===== src/rtl/muldiv_unit_pkg.sv =====
// Shared types for the multi-cycle multiply/divide/accumulate engine:
// operation codes, FSM state encodings and small decode helpers.
package muldiv_unit_pkg;

  typedef enum logic [2:0] {
    MdMult  = 3'd0,
    MdMultu = 3'd1,
    MdMadd  = 3'd2,
    MdMaddu = 3'd3,
    MdMsub  = 3'd4,
    MdMsubu = 3'd5,
    MdDiv   = 3'd6,
    MdDivu  = 3'd7
  } md_op_e;

  typedef enum logic [2:0] {
    MdIdle   = 3'd0,
    MdMul    = 3'd1,
    MdAcc    = 3'd2,
    MdDivRun = 3'd3,
    MdDone   = 3'd4
  } md_state_e;

  localparam logic DivByZero         = 1'b1;
  localparam logic DivResultReady    = 1'b1;
  localparam logic DivResultNotReady = 1'b0;

  function automatic logic op_is_signed(md_op_e op);
    return op inside {MdMult, MdMadd, MdMsub, MdDiv};
  endfunction

  function automatic logic op_is_div(md_op_e op);
    return op inside {MdDiv, MdDivu};
  endfunction

  function automatic logic op_is_acc(md_op_e op);
    return op inside {MdMadd, MdMaddu, MdMsub, MdMsubu};
  endfunction

  function automatic logic op_is_msub(md_op_e op);
    return op inside {MdMsub, MdMsubu};
  endfunction

endpackage


===== src/rtl/muldiv_unit_div_step.sv =====
// One combinational restoring-division iteration: shift in a dividend bit,
// trial-subtract the divisor, keep the difference when it does not borrow.
module muldiv_unit_div_step #(
  parameter int unsigned WIDTH = 32
) (
  input  logic [WIDTH-1:0] i_rem,
  input  logic             i_bit,
  input  logic [WIDTH-1:0] i_divisor,
  output logic [WIDTH-1:0] o_rem,
  output logic             o_q
);

  logic [WIDTH:0] w_shift;
  logic [WIDTH:0] w_diff;

  assign w_shift = {i_rem, i_bit};
  assign w_diff  = w_shift - {1'b0, i_divisor};
  // i_rem < divisor keeps w_shift < 2*divisor, so the top bit is a clean borrow
  assign o_q     = ~w_diff[WIDTH];
  assign o_rem   = o_q ? w_diff[WIDTH-1:0] : w_shift[WIDTH-1:0];

endmodule


===== src/rtl/muldiv_unit.sv =====
// Multi-cycle MULT/MADD/MSUB/DIV engine producing a {HI,LO} result; operands
// are latched as magnitudes and the sign fixup is applied on the final edge.
module muldiv_unit
  import muldiv_unit_pkg::*;
#(
  parameter int unsigned WIDTH    = 32,
  parameter int unsigned DIV_STEP = 1
) (
  input  logic               clk,
  input  logic               rst,
  input  logic               start_i,
  input  logic [2:0]         op_i,
  input  logic [WIDTH-1:0]   opdata1_i,
  input  logic [WIDTH-1:0]   opdata2_i,
  input  logic [2*WIDTH-1:0] hilo_i,
  input  logic               annul_i,
  output logic [2*WIDTH-1:0] result_o,
  output logic               ready_o,
  output logic               busy_o,
  output logic               div_by_zero_o,
  output logic               stallreq_o
);

  localparam int unsigned NIter = WIDTH / DIV_STEP;
  localparam int unsigned CntW  = $clog2(NIter) + 1;

  md_state_e          r_state, w_state_next;
  md_op_e             r_op;
  logic [WIDTH-1:0]   r_a, r_b, r_rem;
  logic [2*WIDTH-1:0] r_hilo, r_prod, r_result;
  logic [CntW-1:0]    r_cnt;
  logic               r_neg_q, r_neg_r, r_dbz;

  md_op_e             w_op;
  logic               w_accept, w_a_neg, w_b_neg, w_div_zero, w_last;
  logic [WIDTH-1:0]   w_abs_a, w_abs_b, w_quo_next, w_quo_fix, w_rem_fix;
  logic [2*WIDTH-1:0] w_prod_abs, w_prod_fix;
  logic [WIDTH-1:0]   w_rem [DIV_STEP+1];
  logic [DIV_STEP-1:0] w_qbits;

  assign w_op       = md_op_e'(op_i);
  assign w_accept   = (r_state == MdIdle) && start_i && !annul_i;
  assign w_a_neg    = op_is_signed(w_op) && opdata1_i[WIDTH-1];
  assign w_b_neg    = op_is_signed(w_op) && opdata2_i[WIDTH-1];
  assign w_abs_a    = w_a_neg ? -opdata1_i : opdata1_i;
  assign w_abs_b    = w_b_neg ? -opdata2_i : opdata2_i;
  assign w_div_zero = (opdata2_i == '0);
  assign w_last     = (r_cnt == CntW'(NIter - 1));

  assign w_prod_abs = {{WIDTH{1'b0}}, r_a} * {{WIDTH{1'b0}}, r_b};
  assign w_prod_fix = r_neg_q ? -w_prod_abs : w_prod_abs;

  // r_a doubles as the dividend/quotient shift register during DIV_RUN
  assign w_rem[0] = r_rem;
  for (genvar k = 0; k < DIV_STEP; k++) begin : g_div
    muldiv_unit_div_step #(
      .WIDTH(WIDTH)
    ) u_div_step (
      .i_rem    (w_rem[k]),
      .i_bit    (r_a[WIDTH-1-k]),
      .i_divisor(r_b),
      .o_rem    (w_rem[k+1]),
      .o_q      (w_qbits[DIV_STEP-1-k])
    );
  end
  assign w_quo_next = {r_a[WIDTH-1-DIV_STEP:0], w_qbits};
  assign w_quo_fix  = r_neg_q ? -w_quo_next : w_quo_next;
  assign w_rem_fix  = r_neg_r ? -w_rem[DIV_STEP] : w_rem[DIV_STEP];

  always_ff @(posedge clk) begin
    if (rst) r_state <= MdIdle;
    else     r_state <= w_state_next;
  end

  always_comb begin
    w_state_next = r_state;
    unique case (r_state)
      MdIdle: begin
        if (w_accept) begin
          if (!op_is_div(w_op)) w_state_next = MdMul;
          else                  w_state_next = w_div_zero ? MdDone : MdDivRun;
        end
      end
      MdMul:    w_state_next = op_is_acc(r_op) ? MdAcc : MdDone;
      MdAcc:    w_state_next = MdDone;
      MdDivRun: if (w_last) w_state_next = MdDone;
      MdDone:   w_state_next = MdIdle;
      default:  w_state_next = MdIdle;
    endcase
    if (annul_i) w_state_next = MdIdle;
  end

  always_comb begin
    ready_o       = (r_state == MdDone) ? DivResultReady : DivResultNotReady;
    busy_o        = (r_state != MdIdle);
    div_by_zero_o = ready_o && (r_dbz == DivByZero);
    stallreq_o    = start_i && !ready_o;
    result_o      = r_result;
  end

  always_ff @(posedge clk) begin
    if (rst) begin
      r_op     <= MdMult;
      r_a      <= '0;
      r_b      <= '0;
      r_rem    <= '0;
      r_hilo   <= '0;
      r_prod   <= '0;
      r_result <= '0;
      r_cnt    <= '0;
      r_neg_q  <= 1'b0;
      r_neg_r  <= 1'b0;
      r_dbz    <= 1'b0;
    end else if (w_accept) begin
      r_op    <= w_op;
      r_a     <= w_abs_a;
      r_b     <= w_abs_b;
      r_rem   <= '0;
      r_hilo  <= hilo_i;
      r_cnt   <= '0;
      r_neg_q <= w_a_neg ^ w_b_neg;
      r_neg_r <= w_a_neg;
      r_dbz   <= op_is_div(w_op) && w_div_zero;
      if (op_is_div(w_op) && w_div_zero) r_result <= '0;
    end else if (!annul_i) begin
      unique case (r_state)
        MdMul: begin
          r_prod <= w_prod_fix;
          if (!op_is_acc(r_op)) r_result <= w_prod_fix;
        end
        MdAcc: r_result <= op_is_msub(r_op) ? r_hilo - r_prod : r_hilo + r_prod;
        MdDivRun: begin
          r_a   <= w_quo_next;
          r_rem <= w_rem[DIV_STEP];
          r_cnt <= r_cnt + CntW'(1);
          if (w_last) r_result <= {w_rem_fix, w_quo_fix};
        end
        default: ;
      endcase
    end
  end

endmodule

===== config.mk =====
export PLATFORM = sky130hd
export DESIGN_NAME = muldiv_unit
export DESIGN_NICKNAME = d
export VERILOG_FILES = /design/src/rtl/muldiv_unit_pkg.sv /design/src/rtl/muldiv_unit_div_step.sv /design/src/rtl/muldiv_unit.sv
export SDC_FILE = /design/constraint.sdc
export NUM_CORES = 2
export LEC_CHECK = 0
export BUFFER_PORTS_ARGS = -buffer_cell sky130_fd_sc_hd__buf_2
export CAP_MARGIN = 20
export CORE_AREA = 4 4 441 443
export CTS_CLUSTER_SIZE = 20
export DETAILED_ROUTE_END_ITERATION = 10
export DIE_AREA = 0 0 445 447
export GPL_TIMING_DRIVEN = 0
export PLACE_DENSITY = 0.49
export SETUP_SLACK_MARGIN = 0.02
export SYNTH_ARGS = -nofsm -noshare
export SYNTH_HDL_FRONTEND = slang
export SYNTH_SLANG_ARGS = --single-unit

===== constraint.sdc =====
create_clock -name clk -period 13.5 [get_ports clk]
set_input_delay 2.7 -clock clk [delete_from_list [all_inputs] [get_ports clk]]
set_output_delay 2.7 -clock clk [all_outputs]
set_load 0.05 [all_outputs]

## Word level (Yosys, flattened, before mapping)

Cells that the tools add are included.

| word-level totals | value |
|---|---|
| register bits | 303 |
| bits of input ports | 135 |
| output and inout bits | 68 |
| logic and storage cells | 94 |

| operators by class | value |
|---|---|
| $add $sub $neg | 9 |
| $mul | 1 |
| equal/unequal tests | 19 |
| mux-type cells | 23 |
| bitwise logic cells | 4 |
| reduce and logical (&&, ||, !) cells | 26 |

Operator list:

| operator | number |
|---|---|
| $mux 64 | 7 |
| $mux 32 | 8 |
| $pmux 64 s3 | 1 |
| $neg 32->32 | 4 |
| $add 64x64->64 | 1 |
| $mul 32x32->64 | 1 |
| $neg 64->64 | 1 |
| $sub 64x64->64 | 1 |
| $sub 33x32->33 | 1 |
| $logic_not 32->1 | 1 |
| $eq 3x3->1 const B | 6 |
| $eq 3x2->1 const B | 5 |
| $mux 3 | 5 |
| $pmux 3 s4 | 1 |
| $reduce_bool 4->1 | 3 |
| $logic_and 1x1->1 | 7 |
| $add 6x1->6 const B | 1 |
| $eq 6x5->1 const B | 1 |
| $logic_not 3->1 | 2 |
| $ne 3x3->1 const B | 2 |
| $reduce_and 2->1 | 3 |
| $reduce_bool 2->1 | 3 |
| $reduce_and 5->1 | 1 |
| $ne 2x1->1 const B | 2 |
| 9 further kinds | 14 |

## Logic depth before layout (Yosys ltp)

| logic depth | value |
|---|---|
| depth in word-level cells | 8 |
| mapped depth | 34 |
| depth with buffers taken out | 29 |

## Hierarchy

Synthesis repeated with hierarchy kept, for this count alone.

| second synthesis, totals | value |
|---|---|
| cell total of the unflattened synthesis | 6,958 |
| area, all modules | 57,199.9 µm² |

By module, submodules not included:

| module | instances | cells an instance | area an instance (µm²) | seq. area each (µm²) |
|---|---|---|---|---|
| muldiv_unit | 1 | 6,653 | 54,841.3 | 6,045.8 |
| muldiv_unit_div_step | 1 | 305 | 2,358.5 | 0.0 |

## Least setup slack after synthesis

Ideal clock, no wire load.

| path | value |
|---|---|
| kind | flip-flop to flip-flop |
| start point | reg r_a[12] |
| end point | reg r_prod[63] |
| setup time | 0.062 ns |
| arrival time | 9.240 ns |
| data required time | 13.438 ns |
| setup slack | 4.197 ns |
| cell stages (with the launch flop) | 31 |
| buffers on the path | 4 |
| clock period less this slack | 9.303 ns |
| cells stage by stage | dfxtp_1 > clkbuf_1 > buf_1 > nand2_1 > fa_1 > inv_1 > fa_1 > fa_1 > inv_1 > fa_1 > inv_1 > fa_1 > fa_1 > fa_1 > fa_1 > ha_1 > buf_6 > a21o_1 > a221o_1 > or3_1 > or3_1 > a21o_1 > a2111oi_2 > and4b_4 > or4_1 > nand4b_2 > or4_1 > buf_2 > o41a_1 > or4_1 > nand3_1 |

| on the way | value |
|---|---|
| word-level cells in the longest chain between the ends | 3 |

Ends and longest elaborated chain:

| element | line | source |
|---|---|---|
| from (decl) | muldiv_unit.sv:29 | `logic [WIDTH-1:0] r_a, r_b, r_rem;` |
| from (signal assigned) | muldiv_unit.sv:116 | `r_a <= w_abs_a;` |
| from (signal assigned) | muldiv_unit.sv:133 | `r_a <= w_quo_next;` |
| $mul 32x32->64 (*) | muldiv_unit.sv:50 | `assign w_prod_abs = {{WIDTH{1'b0}}, r_a} * {{WIDTH{1'b0}}, r_b};` |
| $neg 64->64 | muldiv_unit.sv:51 | `assign w_prod_fix = r_neg_q ? -w_prod_abs : w_prod_abs;` |
| $mux 64 (*) | muldiv_unit.sv:51 |  |
| to (signal assigned) | muldiv_unit.sv:128 | `r_prod <= w_prod_fix;` |
| to (decl) | muldiv_unit.sv:30 | `logic [2*WIDTH-1:0] r_hilo, r_prod, r_result;` |

Mark *: on every way between the ends. The rest lies on a longest branch, timed or not.
A chain may end at the register's enable or synchronous reset.

## Worst setup path in the final report

| path | value |
|---|---|
| start point | reg r_a[15] |
| end point | reg r_result[56] (netlist: result_o[56]) |

| on the way | value |
|---|---|
| word-level cells in the longest chain between the ends | 7 |

Ends and longest elaborated chain:

| element | line | source |
|---|---|---|
| $mul 32x32->64 (*) | muldiv_unit.sv:50 |  |
| $neg 64->64 | muldiv_unit.sv:51 |  |
| $mux 64 (*) | muldiv_unit.sv:51 |  |
| $mux 64 (*) | muldiv_unit.sv:129 | `if (!op_is_acc(r_op)) r_result <= w_prod_fix;` |
| $pmux 64 s3 (*) | muldiv_unit.sv:126 | `unique case (r_state)` |
| $mux 64 (*) | muldiv_unit.sv:125 | `end else if (!annul_i) begin` |
| $mux 64 (*) | muldiv_unit.sv:114 | `end else if (w_accept) begin` |
| to (signal assigned) | muldiv_unit.sv:129 |  |
| to (signal assigned) | muldiv_unit.sv:131 | `MdAcc: r_result <= op_is_msub(r_op) ? r_hilo - r_prod : r_hilo + r_prod;` |
| to (signal assigned) | muldiv_unit.sv:136 | `if (w_last) r_result <= {w_rem_fix, w_quo_fix};` |
| to (decl) | muldiv_unit.sv:30 |  |

Mark *: on every way between the ends. The rest lies on a longest branch, timed or not. The select of a mux whose other input is x is not followed.

==> flow_summary.yaml <==
outcome:
  status: "complete, no violations"
layout:
  final_core_util: 0.3310
  area_growth_pct: 10.69
  nFillCells: 20130
  layout.nets: 8567
  drive_above_1_share: 0.04931
power:
  vdd_ir_drop_max_uv: 72.63
  cellPowerDensity_nw_per_um2: 73.05
  leakage_nw: 28.54
sta:
  finClkSkew_ns: 0.03101
  worst_pin_slew_ns: 1.236
  finalSetupTns_ns: 0
  rsz0062_at_grt: "false"
  relSlewSlack: 0.1684
  fin_crit_sh: 0.8943
  period_needed_ns: 12.07
  final_hold_viol_count: 0
  finalSetupViolations: 0
  fmax_mhz: 82.83
  layout_setup_ws_ns: 1.427
  report.final.slew_viol_count: 0
cts:
  tritoncts: "done"
  clockRootBuffer: "clkbuf_16"
  ctsLongestPathBuffers: 3
  h-tree-depth: 2
  ctsHoldBuffers: 0
  cts-resized-gates: 0
  cts.sinks: 302
  cts_made_buffers: 41
  post_cts_buffers: 0
  clk_latency_ns: 0.62
  clk_pin_slew_worst_paths_ns: 0.06
drt:
  met3_length_um: 18010
  drc: 0
  highest_layer: "met5"
  vias: 51580
  wl_per_cell_um: 27.43
  dr_wl_met2_um: 122200
  drtIter0Drc: 4444
  first_pass_iters: 6
  wirelength_um: 266800
  vias_per_cell: 5.304
  ant_nets: 0
  wl_met1_um: 110600
yosys:
  synth_area_leaders: "fa_1, dfxtp_1, ha_1"
  synthFlopType: "dfxtp_1"
  synth-edff-count: 0
  ys_types: 92
  syn_area_per_cell_um2: 8.240
  yosysWarnings: 0
  async_flop_share: 0
  synth_most_common_cell: "inv_1"
  postSynthCellCount: 6895
  ys_seq_area_frac: 0.1064
  synth_area_um2: 56810
  synth.net_count: 8294
  yosysTopAreaCell: "fa_1"
  ys_seq_elements: 302
  synth_commonest_cells: "inv_1, fa_1, nand2_1"
  synth_top_area_frac: 0.3164
setup_path:
  start_kind: "register"
  crit_slowest_cell: "clkbuf_1"
  cpMostUsedCell: "fa_1"
  arrival_ns: 12.64
  crit_type: "reg -> reg"
  worst_setup_path_end_kind: "register"
  crit_required_ns: 14.07
  cp_max_fo: 10
  crit_path_max_incr_delay_ns: 0.88
  r2r_setup_slack_ns: 1.43
floorplanning:
  initial_core_util: 0.2991
  rows: 160
  core-area_um2: 190000
  die_y_um: 447
  dieArea_um2: 198900
  die_x_um: 445
  io_pins: 203
placement:
  place_hpwl_um: 226800
  gp_congestion: 1.005
  pre_cts_ws_ns: 1.656
  port_buffers: 201
grt:
  grt_pass1_wl_um: 378500
  grt_max_degree: 14
  grt_overflow: 0
  track_usage: 0.2631
  grt_antenna_before_repair: 27
  first_global_vias: 52250
run:
  cap_violations: 0
worst_hold_path:
  hold_path.class: "reg -> reg"
path summary, 6_finish.rpt:
check                                  from           end  cells past startpoint
worst min-delay path            result_o[4]   result_o[4]                      2
worst max-delay path                r_a[15]  result_o[56]                     30
worst min register to register  result_o[4]   result_o[4]                      2
worst max register to register      r_a[15]  result_o[56]                     30
kinds of logic (layout without fill, tap and decap cells):
logic type | after synthesis | count (layout) | synth area share
adder cells (fa/ha/maj) | 1264 | 1264 | 0.3970
XOR/XNOR | 359 | 359 | 0.05534
multiplexers | 48 | 48 | 0.008589
flip-flops | 302 | 302 | 0.1064
AND/OR/NAND/NOR | 2305 | 2305 | 0.1985
other | 0 | 15 | 0
AO/OA/AOI/OAI | 1241 | 1241 | 0.1430
buffers and inverters | 1376 | 1680 | 0.09113
per-stage QoR:
stage | area (um^2) | total power [W] | hold slack [ns] | std cells
finish | 62890 | 0.004594 | 0.4564 | 9725
global route | 62870 | 0.004813 | 0.4816 | 9716
CTS | 62760 | 0.004548 | 0.4552 | 9704
detailed placement | 61330 | 0.003356 | 0.4409 | 9630
global placement | 60960 | 0.003340 | 0.4404 | 9607
floorplan | 56810 | 0.002401 | 0.4363 | 6895
critical path: cells and delay by family, from the launching register on:
kind,cells,cell delay [ns]
adder cells (fa/ha/maj),9,4.14
AND/OR/NAND/NOR,7,3.30
buffers and inverters,7,2.15
AO/OA/AOI/OAI,5,1.17
XOR/XNOR,2,0.88
flip-flops,1,0.35
registers in the layout, indices dropped and copies added, names as in the netlist:
| register | cells |
|---|---|
| r_neg_r | 1 |
| r_a | 32 |
| r_prod | 64 |
| r_op | 2 |
| r_dbz | 1 |
| result_o | 64 |
| r_state | 3 |
| r_b | 32 |
| r_hilo | 64 |
| r_cnt | 6 |
| r_neg_q | 1 |
| r_rem | 32 |
per-layer routing:
layer  up-vias  track usage
met4         2       0.1291
met3       476      0.04017
li1      22910            -
met1     26060       0.3365
met2      2127       0.4339
met5         -            0
report_power, final:
part           switching [W]  internal (W)
Combinational        0.00169      0.000740
Sequential         0.0000586      0.000927
Clock               0.000488      0.000690
cell usage in the layout (no fill, tap or decap), drive strengths merged, types with 45 or more instances in the layout:
master,n
o31ai,56
nor2,373
nand2b,45
a21o,98
inv,932
or3,47
ha,366
dfxtp,302
buf,280
nand3,55
fa,898
xnor2,188
nand4,51
a21oi,368
nor3,87
o21ai,233
clkbuf,449
and2,575
a211oi,132
nand2,888
xor2,171
layout make-up:
class | count | area (um^2) | area share
multi-input combinational | 5217 | 45600 | 0.7250
sequential | 302 | 6046 | 0.09614
inverter | 927 | 3480 | 0.05533
tap | 2511 | 3142 | 0.04996
buffer | 449 | 1702 | 0.02706
timing repair buffer | 230 | 1461 | 0.02324
clock buffer | 50 | 1110 | 0.01765
clock inverter | 24 | 314.1 | 0.004994
antenna | 15 | 37.54 | 0.0005969
(Power assumes the default switching activity.)
